### src/rtl/mips_pkg.sv
// Shared MIPS pipeline definitions: control-bit positions, FSM encoding, bus payload.
package mips_pkg;

  localparam int unsigned XLEN  = 32;
  localparam int unsigned REG_W = 5;
  localparam int unsigned WB_W  = 2;
  localparam int unsigned MEM_W = 3;

  // WB control bit positions
  localparam int unsigned REGWRITE = 1;
  localparam int unsigned MEMTOREG = 0;

  // MEM control bit positions
  localparam int unsigned MEMREAD  = 1;
  localparam int unsigned MEMWRITE = 0;
  localparam int unsigned BRANCH   = 2;

  typedef enum logic {
    IDLE = 1'b0,
    WAIT = 1'b1
  } state_t;

  // Data-memory request payload held on the bus for the whole access.
  typedef struct packed {
    logic            we;
    logic [XLEN-1:0] addr;
    logic [XLEN-1:0] wdata;
  } bus_req_t;

  // Load data handed to write-back: stores retire with zero read data.
  function automatic logic [XLEN-1:0] load_data(input logic is_write,
                                                input logic [XLEN-1:0] rdata);
    return is_write ? '0 : rdata;
  endfunction

endpackage

### src/rtl/mem_wb_reg.sv
// MEM/WB pipeline register; a bubble retires the slot with WB control cleared.
module mem_wb_reg
  import mips_pkg::*;
(
  input  logic             clock,
  input  logic             reset,
  input  logic             i_bubble,
  input  logic [XLEN-1:0]  i_alu_result,
  input  logic [REG_W-1:0] i_dest_reg,
  input  logic [WB_W-1:0]  i_wb,
  input  logic [XLEN-1:0]  i_read_data,
  output logic [XLEN-1:0]  o_alu_result,
  output logic [REG_W-1:0] o_dest_reg,
  output logic [WB_W-1:0]  o_wb,
  output logic [XLEN-1:0]  o_read_data
);

  logic [XLEN-1:0]  r_alu_result;
  logic [REG_W-1:0] r_dest_reg;
  logic [WB_W-1:0]  r_wb;
  logic [XLEN-1:0]  r_read_data;

  // Capture the retiring slot every cycle; bubbles carry no write-back effect.
  always_ff @(posedge clock) begin
    if (reset) begin
      r_alu_result <= '0;
      r_dest_reg   <= '0;
      r_wb         <= '0;
      r_read_data  <= '0;
    end else begin
      r_alu_result <= i_alu_result;
      r_dest_reg   <= i_dest_reg;
      r_wb         <= i_bubble ? '0 : i_wb;
      r_read_data  <= i_bubble ? '0 : i_read_data;
    end
  end

  assign o_alu_result = r_alu_result;
  assign o_dest_reg   = r_dest_reg;
  assign o_wb         = r_wb;
  assign o_read_data  = r_read_data;

endmodule

### src/rtl/mem_access.sv
// MIPS memory-access stage: one word access per instruction on a req/ack bus,
// with pipeline stall, misalignment abort and bus-timeout abort.
module mem_access
  import mips_pkg::*;
#(
  parameter int unsigned TIMEOUT = 255,
  parameter int unsigned TO_W    = 8
) (
  input  logic        clock,
  input  logic        reset,
  input  logic [31:0] aluResult,
  input  logic [31:0] writeData,
  input  logic [4:0]  destReg,
  input  logic [1:0]  WB,
  input  logic [2:0]  MEM,
  output logic        stall,
  output logic        memReq,
  output logic        memWe,
  output logic [31:0] memAddr,
  output logic [31:0] memWdata,
  input  logic [31:0] memRdata,
  input  logic        memAck,
  output logic [31:0] readDataOut,
  output logic [31:0] aluResultOut,
  output logic [4:0]  destRegOut,
  output logic [1:0]  WBOut,
  output logic        misaligned,
  output logic        busError
);

  // Last WAIT cycle count before the access is abandoned.
  localparam logic [TO_W-1:0] CNT_LAST = TO_W'(TIMEOUT - 1);

  state_t          r_state;
  state_t          w_state_nxt;
  logic [TO_W-1:0] r_cnt;
  logic [TO_W-1:0] w_cnt_nxt;
  logic            r_req;
  logic            w_req_nxt;
  bus_req_t        r_bus;
  bus_req_t        w_bus_nxt;
  logic            r_mis;
  logic            w_mis_nxt;
  logic            r_berr;
  logic            w_berr_nxt;

  logic            w_stall;
  logic            w_bubble;
  logic [XLEN-1:0] w_rdata;

  logic            w_access;
  logic            w_is_write;
  logic            w_misaligned;
  logic            w_unused_branch;

  // Decode of the held EXE/MEM control; a read+write request is a write.
  assign w_access        = MEM[MEMREAD] | MEM[MEMWRITE];
  assign w_is_write      = MEM[MEMWRITE];
  assign w_misaligned    = (aluResult[1:0] != 2'b00);
  assign w_unused_branch = MEM[BRANCH];

  // State, timeout counter, bus request and abort flags.
  always_ff @(posedge clock) begin
    if (reset) begin
      r_state <= IDLE;
      r_cnt   <= '0;
      r_req   <= 1'b0;
      r_bus   <= '0;
      r_mis   <= 1'b0;
      r_berr  <= 1'b0;
    end else begin
      r_state <= w_state_nxt;
      r_cnt   <= w_cnt_nxt;
      r_req   <= w_req_nxt;
      r_bus   <= w_bus_nxt;
      r_mis   <= w_mis_nxt;
      r_berr  <= w_berr_nxt;
    end
  end

  // Next-state, bus and retire decisions for the instruction in this stage.
  always_comb begin
    w_state_nxt = r_state;
    w_cnt_nxt   = r_cnt;
    w_req_nxt   = r_req;
    w_bus_nxt   = r_bus;
    w_mis_nxt   = 1'b0;
    w_berr_nxt  = 1'b0;
    w_stall     = 1'b0;
    w_bubble    = 1'b1;
    w_rdata     = '0;

    case (r_state)
      IDLE: begin
        if (!w_access) begin
          w_bubble = 1'b0;
        end else if (w_misaligned) begin
          w_mis_nxt = 1'b1;
        end else begin
          w_req_nxt       = 1'b1;
          w_bus_nxt.we    = w_is_write;
          w_bus_nxt.addr  = aluResult;
          w_bus_nxt.wdata = writeData;
          w_cnt_nxt       = '0;
          w_state_nxt     = WAIT;
          w_stall         = 1'b1;
        end
      end

      WAIT: begin
        if (memAck) begin
          // Ack wins over a timeout landing in the same cycle.
          w_req_nxt   = 1'b0;
          w_state_nxt = IDLE;
          w_bubble    = 1'b0;
          w_rdata     = load_data(w_is_write, memRdata);
        end else if (r_cnt == CNT_LAST) begin
          // Release the pipeline; the faulting instruction retires as a bubble.
          w_req_nxt   = 1'b0;
          w_berr_nxt  = 1'b1;
          w_state_nxt = IDLE;
        end else begin
          w_stall   = 1'b1;
          w_cnt_nxt = r_cnt + TO_W'(1);
        end
      end

      default: begin
        w_state_nxt = IDLE;
        w_req_nxt   = 1'b0;
      end
    endcase
  end

  mem_wb_reg u_mem_wb_reg (
    .clock        (clock),
    .reset        (reset),
    .i_bubble     (w_bubble),
    .i_alu_result (aluResult),
    .i_dest_reg   (destReg),
    .i_wb         (WB),
    .i_read_data  (w_rdata),
    .o_alu_result (aluResultOut),
    .o_dest_reg   (destRegOut),
    .o_wb         (WBOut),
    .o_read_data  (readDataOut)
  );

  assign stall      = w_stall;
  assign memReq     = r_req;
  assign memWe      = r_bus.we;
  assign memAddr    = r_bus.addr;
  assign memWdata   = r_bus.wdata;
  assign misaligned = r_mis;
  assign busError   = r_berr;

endmodule

### config.mk
export PLATFORM = sky130hd
export DESIGN_NAME = mem_access
export DESIGN_NICKNAME = d
export VERILOG_FILES = /design/src/rtl/mips_pkg.sv /design/src/rtl/mem_wb_reg.sv /design/src/rtl/mem_access.sv
export SDC_FILE = /design/constraint.sdc
export NUM_CORES = 1
export LEC_CHECK = 0
export ABC_AREA = 0
export CORE_AREA = 2 2 123 125
export CTS_CLUSTER_DIAMETER = 80
export DETAILED_ROUTE_END_ITERATION = 10
export DIE_AREA = 0 0 125 127
export HOLD_SLACK_MARGIN = 0.06
export PLACE_DENSITY_LB_ADDON = 0.15
export SETUP_SLACK_MARGIN = 0.5
export SYNTH_ARGS = -nofsm -noshare
export SYNTH_HDL_FRONTEND = slang
export SYNTH_HIERARCHICAL = 1
export SYNTH_SLANG_ARGS = --single-unit
### constraint.sdc
create_clock -name clock -period 1.35 [get_ports clock]
set_input_delay 0.2025 -clock clock [delete_from_list [all_inputs] [get_ports clock]]
set_output_delay 0.2025 -clock clock [all_outputs]
set_load 0.005 [all_outputs]
==> impl_metrics.env, run 1 <==
export IMPL_io_pins=249
export IMPL_grt_setup_unrepaired="true"
export IMPL_p_seq_frac=0.423
export IMPL_path_cells="inv_2 > ha_4 > and3_4 > a21o_1 > nand2_1 > buf_2"
export IMPL_whs_path_depth=3
export IMPL_placed_area_um2=8060
export IMPL_clock_sinks=148
export IMPL_vias=4997
export IMPL_gp_congestion=0.756
export IMPL_finalClockSkew_ns=0.00808
export IMPL_powerDensity_nw_per_um2=1090
export IMPL_yosysWarningCount=6
export IMPL_drv_cap=0
export IMPL_synthArstFlopShare=0
export IMPL_drive_gt1_frac=0.627
export IMPL_firstDrtPassIters=5
export IMPL_drt_wl_total_mm=18.7
export IMPL_synth_main_ff_cell="dfxtp_1"
export IMPL_netSwitchingFraction=0.234
export IMPL_dp_hpwl_mm=10.1
export IMPL_hold_viol_final=0
export IMPL_clkTransAtPathRegs_ns=0.05
export IMPL_port_buffers=247
export IMPL_syn_nets=655
export IMPL_synth_seq_cells=148
export IMPL_worstSetupPathType="reg2out"
export IMPL_die_h_um=127
export IMPL_arrival_ns=1.53
export IMPL_fin_crit_sh=1.29
export IMPL_syn_mean_instance_area_um2=9.75
export IMPL_ctsHoldBuffers=0
export IMPL_worst_pin_slew_ns=0.442
export IMPL_seq_area_frac_synth=0.559
export IMPL_status="complete, but fails checks"
export IMPL_htreeDepth=4
export IMPL_root_buffer="clkbuf_16"
export IMPL_timing_slew_headroom=0.705
export IMPL_antenna_found_initial=0
export IMPL_cts_buffers=17
export IMPL_violations="negative setup slack"
export IMPL_core_region_area_um2=14400
export IMPL_synth_cell_area_um2=5300
export IMPL_grt_pass1_wl_mm=27.0
export IMPL_r2r_start="r_cnt[0]"
export IMPL_cts_buffer_depth=2
export IMPL_layout_common_cells="clkdlybuf4s50_1, dfxtp_2, buf_2, buf_6, nand2_1"
export IMPL_r2r_end="r_cnt[0]"
export IMPL_initial_core_util=0.368
export IMPL_grt_use_total=0.217
export IMPL_remaining_drc_errors=0
export IMPL_hold_end="busError"
export IMPL_synth_distinct_cells=36
export IMPL_p_leak_nw=4.32
export IMPL_grt_max_degree=62
export IMPL_drt_iter0_drc=162
export IMPL_end_kind="output pin"
export IMPL_p_comb_frac=0.144
export IMPL_diodes=0
export IMPL_period_needed_ns=1.74
export IMPL_first_global_vias=5047
export IMPL_syn_inst=544
export IMPL_setup_viol=109
export IMPL_antenna_left=0
export IMPL_layout_commonest_cell="clkdlybuf4s50_1"
export IMPL_worst_ir_drop_vdd_mv=0.817
export IMPL_wl_per_cell_um=18.1
export IMPL_syn_to_final_growth_pct=88.3
export IMPL_worst_path_max_delay_cell="dfxtp_2"
export IMPL_fin_tns_setup_ns=-16.94
export IMPL_hold_start="reset"
export IMPL_post_route_worst_setup_slack_ns=-0.385
export IMPL_die_x_um=125
export IMPL_rows=44
export IMPL_synth_edf_count=0
export IMPL_cts_tree="yes"
export IMPL_die_area_um2=15900
export IMPL_r2r_slack_ns=-0.32
export IMPL_fin_area_um2=9980
export IMPL_drv_slew=0
export IMPL_fmaxAchievable_mhz=576
export IMPL_power_frac_clock=0.433
export IMPL_power_switching_mw=2.55
export IMPL_r2r_cells=8
export IMPL_layout_nets=951
export IMPL_crit_path_start_kind="flip-flop"
export IMPL_insertion_delay_ns=0.42
export IMPL_hold_path_class="in2reg"
export IMPL_via_per_inst=4.83
export IMPL_dpl_worst_slack_ns=-0.760
export IMPL_critPathMaxFanout=2
export IMPL_overflow=0
export IMPL_required_ns=1.15
export IMPL_internal_power_mw=8.34
export IMPL_slowest_delay_ns=0.34
[worst max-delay path by stage]
| stage | from | to | slack, ns | cells after the start |
|---|---|---|---|---|
| 4_1_cts | r_cnt[0] | stall | -0.34 | 6 |
| 5_1_grt | r_cnt[0] | stall | -0.42 | 6 |
| 3_5_place_dp | MEM[0] | r_cnt[1] | -0.76 | 6 |
| 2_1_floorplan | r_state | memWdata[22] | -0.07 | 6 |
| 6_report | r_cnt[0] | stall | -0.39 | 6 |
| 3_3_place_gp | MEM[0] | stall | -0.68 | 5 |
[stage by stage]
| step | cells | hold WS [ns] | power [mW] | util |
|---|---|---|---|---|
| floorplan | 544 | 0.331 | 5.09 | - |
| global placement | 967 | 0.437 | 5.78 | 0.559 |
| detailed placement | 967 | 0.446 | 5.79 | 0.559 |
| CTS | 1025 | 0.0948 | 10.7 | 0.620 |
| global route | 1035 | 0.127 | 11.3 | 0.692 |
| finish | 1035 | 0.122 | 10.9 | 0.692 |
[critical path: cells and delay by family (launching register included)]
kind	cells	cell delay, ns
compound gates	1	0.18
fa+ha+maj	1	0.14
simple gates	2	0.27
flops	1	0.34
buf+inv	2	0.19
[logic make-up after synthesis]
family / share of synthesized area
compound gates: 0.0878
fa+ha+maj: 0.00472
buf+inv: 0.0552
flops: 0.559
mux: 0.00212
simple gates: 0.292
[repair_timing]
| action | CTS | global route |
|---|---|---|
| endpoints found under the hold margin | 0 | 0 |
| gates resized for setup | 723 | 239 |
| pin swaps | 28 | 124 |
| endpoints found under the setup margin | 251 | 251 |
| gates cloned | 11 | 5 |
| buffers inserted | 17 | 5 |
[power groups by stage]
stage	registers, mW	logic, mW	clock network, mW
floorplan	4.69	0.397	0
global placement	4.67	1.11	0
detailed placement	4.67	1.12	0
CTS	4.60	1.27	4.80
global route	4.62	1.66	5.01
finish	4.61	1.57	4.72
[Yosys cell counts, types with 2 or more instances]
master	count	area share
a21o_1	2	0.0028
a21oi_1	68	0.064
a21oi_2	2	0.0033
a31oi_1	6	0.0071
and2_1	32	0.038
buf_2	6	0.0057
buf_4	6	0.0085
buf_6	14	0.030
clkbuf_1	15	0.011
dfxtp_1	148	0.56
ha_1	2	0.0047
nand2_1	136	0.096
nand2b_1	2	0.0024
nand3_1	4	0.0038
nor2_1	8	0.0057
nor2b_1	38	0.045
nor3b_1	2	0.0028
nor3b_2	34	0.080
o21ai_0	2	0.0019
[area by class of cell]
cell class	instances	area, um2
well taps	184	230
clock buffers	21	450
fillers	1066	4440
repair buffers	318	3200
inverters	1	3.75
multi-input cells	354	2890
flip-flops and latches	148	3080
clock inverters	9	131
[routing by layer]
layer,GRT usage,part of all wire
met5,0,0
met4,0.0752,0.023
met3,0.0817,0.085
met2,0.391,0.51
met1,0.234,0.38
No activity file was read; power rests on OpenSTA's default activity.
==> run 2: changes to the inputs <==
--- a/config.mk
+++ b/config.mk
@@ -6,13 +6,13 @@
 export NUM_CORES = 1
 export LEC_CHECK = 0
 export ABC_AREA = 0
-export CORE_AREA = 2 2 123 125
+export CORE_AREA = 10 10 131 133
 export CTS_CLUSTER_DIAMETER = 80
 export DETAILED_ROUTE_END_ITERATION = 10
-export DIE_AREA = 0 0 125 127
+export DIE_AREA = 0 0 141 143
 export HOLD_SLACK_MARGIN = 0.06
 export PLACE_DENSITY_LB_ADDON = 0.15
-export SETUP_SLACK_MARGIN = 0.5
+export SETUP_SLACK_MARGIN = 0.3
 export SYNTH_ARGS = -nofsm -noshare
 export SYNTH_HDL_FRONTEND = slang
 export SYNTH_HIERARCHICAL = 1
==> run 2 against run 1 <==
Final area grew 3.5%. Power grew 5.0%. The flow still finishes with violations (negative setup slack). Highest routed layer unchanged. Flip-flop and latch count is the same. Non-clock buffer count is 7 higher.
==> impl_metrics.env, run 2 (synthesis gave the netlist of run 1 again) <==
export IMPL_status="complete, but fails checks"
export IMPL_violations="negative setup slack"
export IMPL_worst_ir_drop_vdd_mv=1.02
export IMPL_p_leak_nw=4.41
export IMPL_crit_path_start_kind="flip-flop"
export IMPL_vias=5000
export IMPL_overflow=0
export IMPL_initial_core_util=0.368
export IMPL_cts_tree="yes"
export IMPL_first_global_vias=5128
export IMPL_multi_input_area_um2=2910
export IMPL_drive_gt1_frac=0.645
export IMPL_fin_tns_setup_ns=-16.17
export IMPL_slowest_delay_ns=0.50
export IMPL_remaining_drc_errors=0
export IMPL_core_region_area_um2=14400
export IMPL_fin_crit_sh=1.26
export IMPL_diodes=0
export IMPL_drt_wl_total_mm=20.4
export IMPL_hold_path_class="in2reg"
export IMPL_htreeDepth=4
export IMPL_clkTransAtPathRegs_ns=0.06
export IMPL_layout_commonest_cell="buf_6"
export IMPL_ff_latch_area_um2=3100
export IMPL_post_route_worst_setup_slack_ns=-0.347
export IMPL_die_area_um2=20200
export IMPL_antenna_left=0
export IMPL_worst_pin_slew_ns=0.462
export IMPL_cts_buffers=17
export IMPL_grt_max_degree=73
export IMPL_setup_viol=108
export IMPL_required_ns=1.15
export IMPL_layoutNonFillerInstCount=1044
export IMPL_fmaxAchievable_mhz=589
export IMPL_drv_slew=0
export IMPL_die_x_um=141
export IMPL_grt_use_total=0.182
export IMPL_antenna_found_initial=0
export IMPL_arrival_ns=1.49
export IMPL_gp_congestion=0.788
export IMPL_dp_hpwl_mm=12.4
export IMPL_dp_cells=966
export IMPL_root_buffer="clkbuf_16"
export IMPL_wl_per_cell_um=19.5
export IMPL_hold_viol_final=0
export IMPL_layout_nets=958
export IMPL_layout_common_cells="buf_6, clkdlybuf4s50_1, dfxtp_2, nand2_1, a21oi_2"
export IMPL_hold_ws_ns=0.113
export IMPL_syn_to_final_growth_pct=94.9
export IMPL_die_h_um=143
export IMPL_insertion_delay_ns=0.42
export IMPL_grt_pass1_wl_mm=28.6
export IMPL_via_per_inst=4.79
export IMPL_grt_setup_unrepaired="true"
export IMPL_end_kind="output pin"
export IMPL_port_buffers=247
export IMPL_power_mw=11.4
export IMPL_dpl_worst_slack_ns=-0.677
export IMPL_n_fill_cell=1017
export IMPL_clock_sinks=148
export IMPL_period_needed_ns=1.70
export IMPL_worstSetupPathType="reg2out"
export IMPL_rows=44
export IMPL_timing_slew_headroom=0.692
export IMPL_drt_iter0_drc=165
export IMPL_io_pins=249
export IMPL_critPathMaxFanout=3
export IMPL_firstDrtPassIters=4
export IMPL_finalClockSkew_ns=0.00650
export IMPL_r2r_slack_ns=-0.25
export IMPL_path_cells="or4_4 > nand2_1 > buf_2"
export IMPL_drv_cap=0
export IMPL_worst_path_max_delay_cell="or4_4"
export IMPL_cts_buffer_depth=2
export IMPL_powerDensity_nw_per_um2=1110
==> run 2: timing repair <==
| item | in CTS | in global routing |
|---|---|---|
| endpoints found under the hold margin | 0 | 0 |
| setup endpoints to repair | 250 | 251 |
| setup buffers | 20 | 12 |
| gates cloned | 12 | 2 |
| pin swaps | 34 | 119 |
| hold buffers | 0 | 0 |
| resized for setup | 766 | 250 |
==> run 2: final cells by class <==
| cell class | count | area share |
|---|---|---|
| multi-input combinational | 354 | 0.281 |
| tap | 184 | 0.0223 |
| timing repair buffer | 325 | 0.334 |
| clock inverter | 11 | 0.0194 |
| sequential | 148 | 0.300 |
| inverter | 1 | 0.000363 |
| clock buffer | 21 | 0.0436 |
==> run 2: path summary, 6_finish.rpt <==
check | startpoint | endpoint | cells after the start
hold reg to reg | memWdata[29] | memWdata[29] | 2
setup / recovery | r_state | stall | 3
hold / removal | reset | busError | 3
setup reg to reg | r_state | memAddr[21] | 10
==> run 2: power breakdown <==
group | total (mW) | internal [mW] | switching [mW] | leakage [nW]
Sequential | 4.62 | 4.54 | 0.0833 | 1.25
Clock | 5.19 | 3.34 | 1.85 | 0.308
Combinational | 1.62 | 0.924 | 0.697 | 2.85
Total | 11.4 | 8.81 | 2.63 | 4.41
==> run 2: critical path, delay by kind of cell (launching register included) <==
family / cells / cell delay (ns)
buf+inv: 1 / 0.12
flops: 1 / 0.36
simple gates: 2 / 0.60
==> run 2: per-layer routing <==
layer  vias to the layer above  share of wire  track usage
li1                       2376              -            -
met5                         -              0            0
met3                        27          0.099       0.0992
met4                         0          0.019       0.0745
met1                      2401           0.36        0.180
met2                       196           0.52        0.314
==> run 2: through the flow <==
step,util,instance area [um2]
floorplan,-,5370
global placement,0.559,8060
detailed placement,0.559,8060
CTS,0.639,9210
global route,0.717,10300
finish,0.717,10300
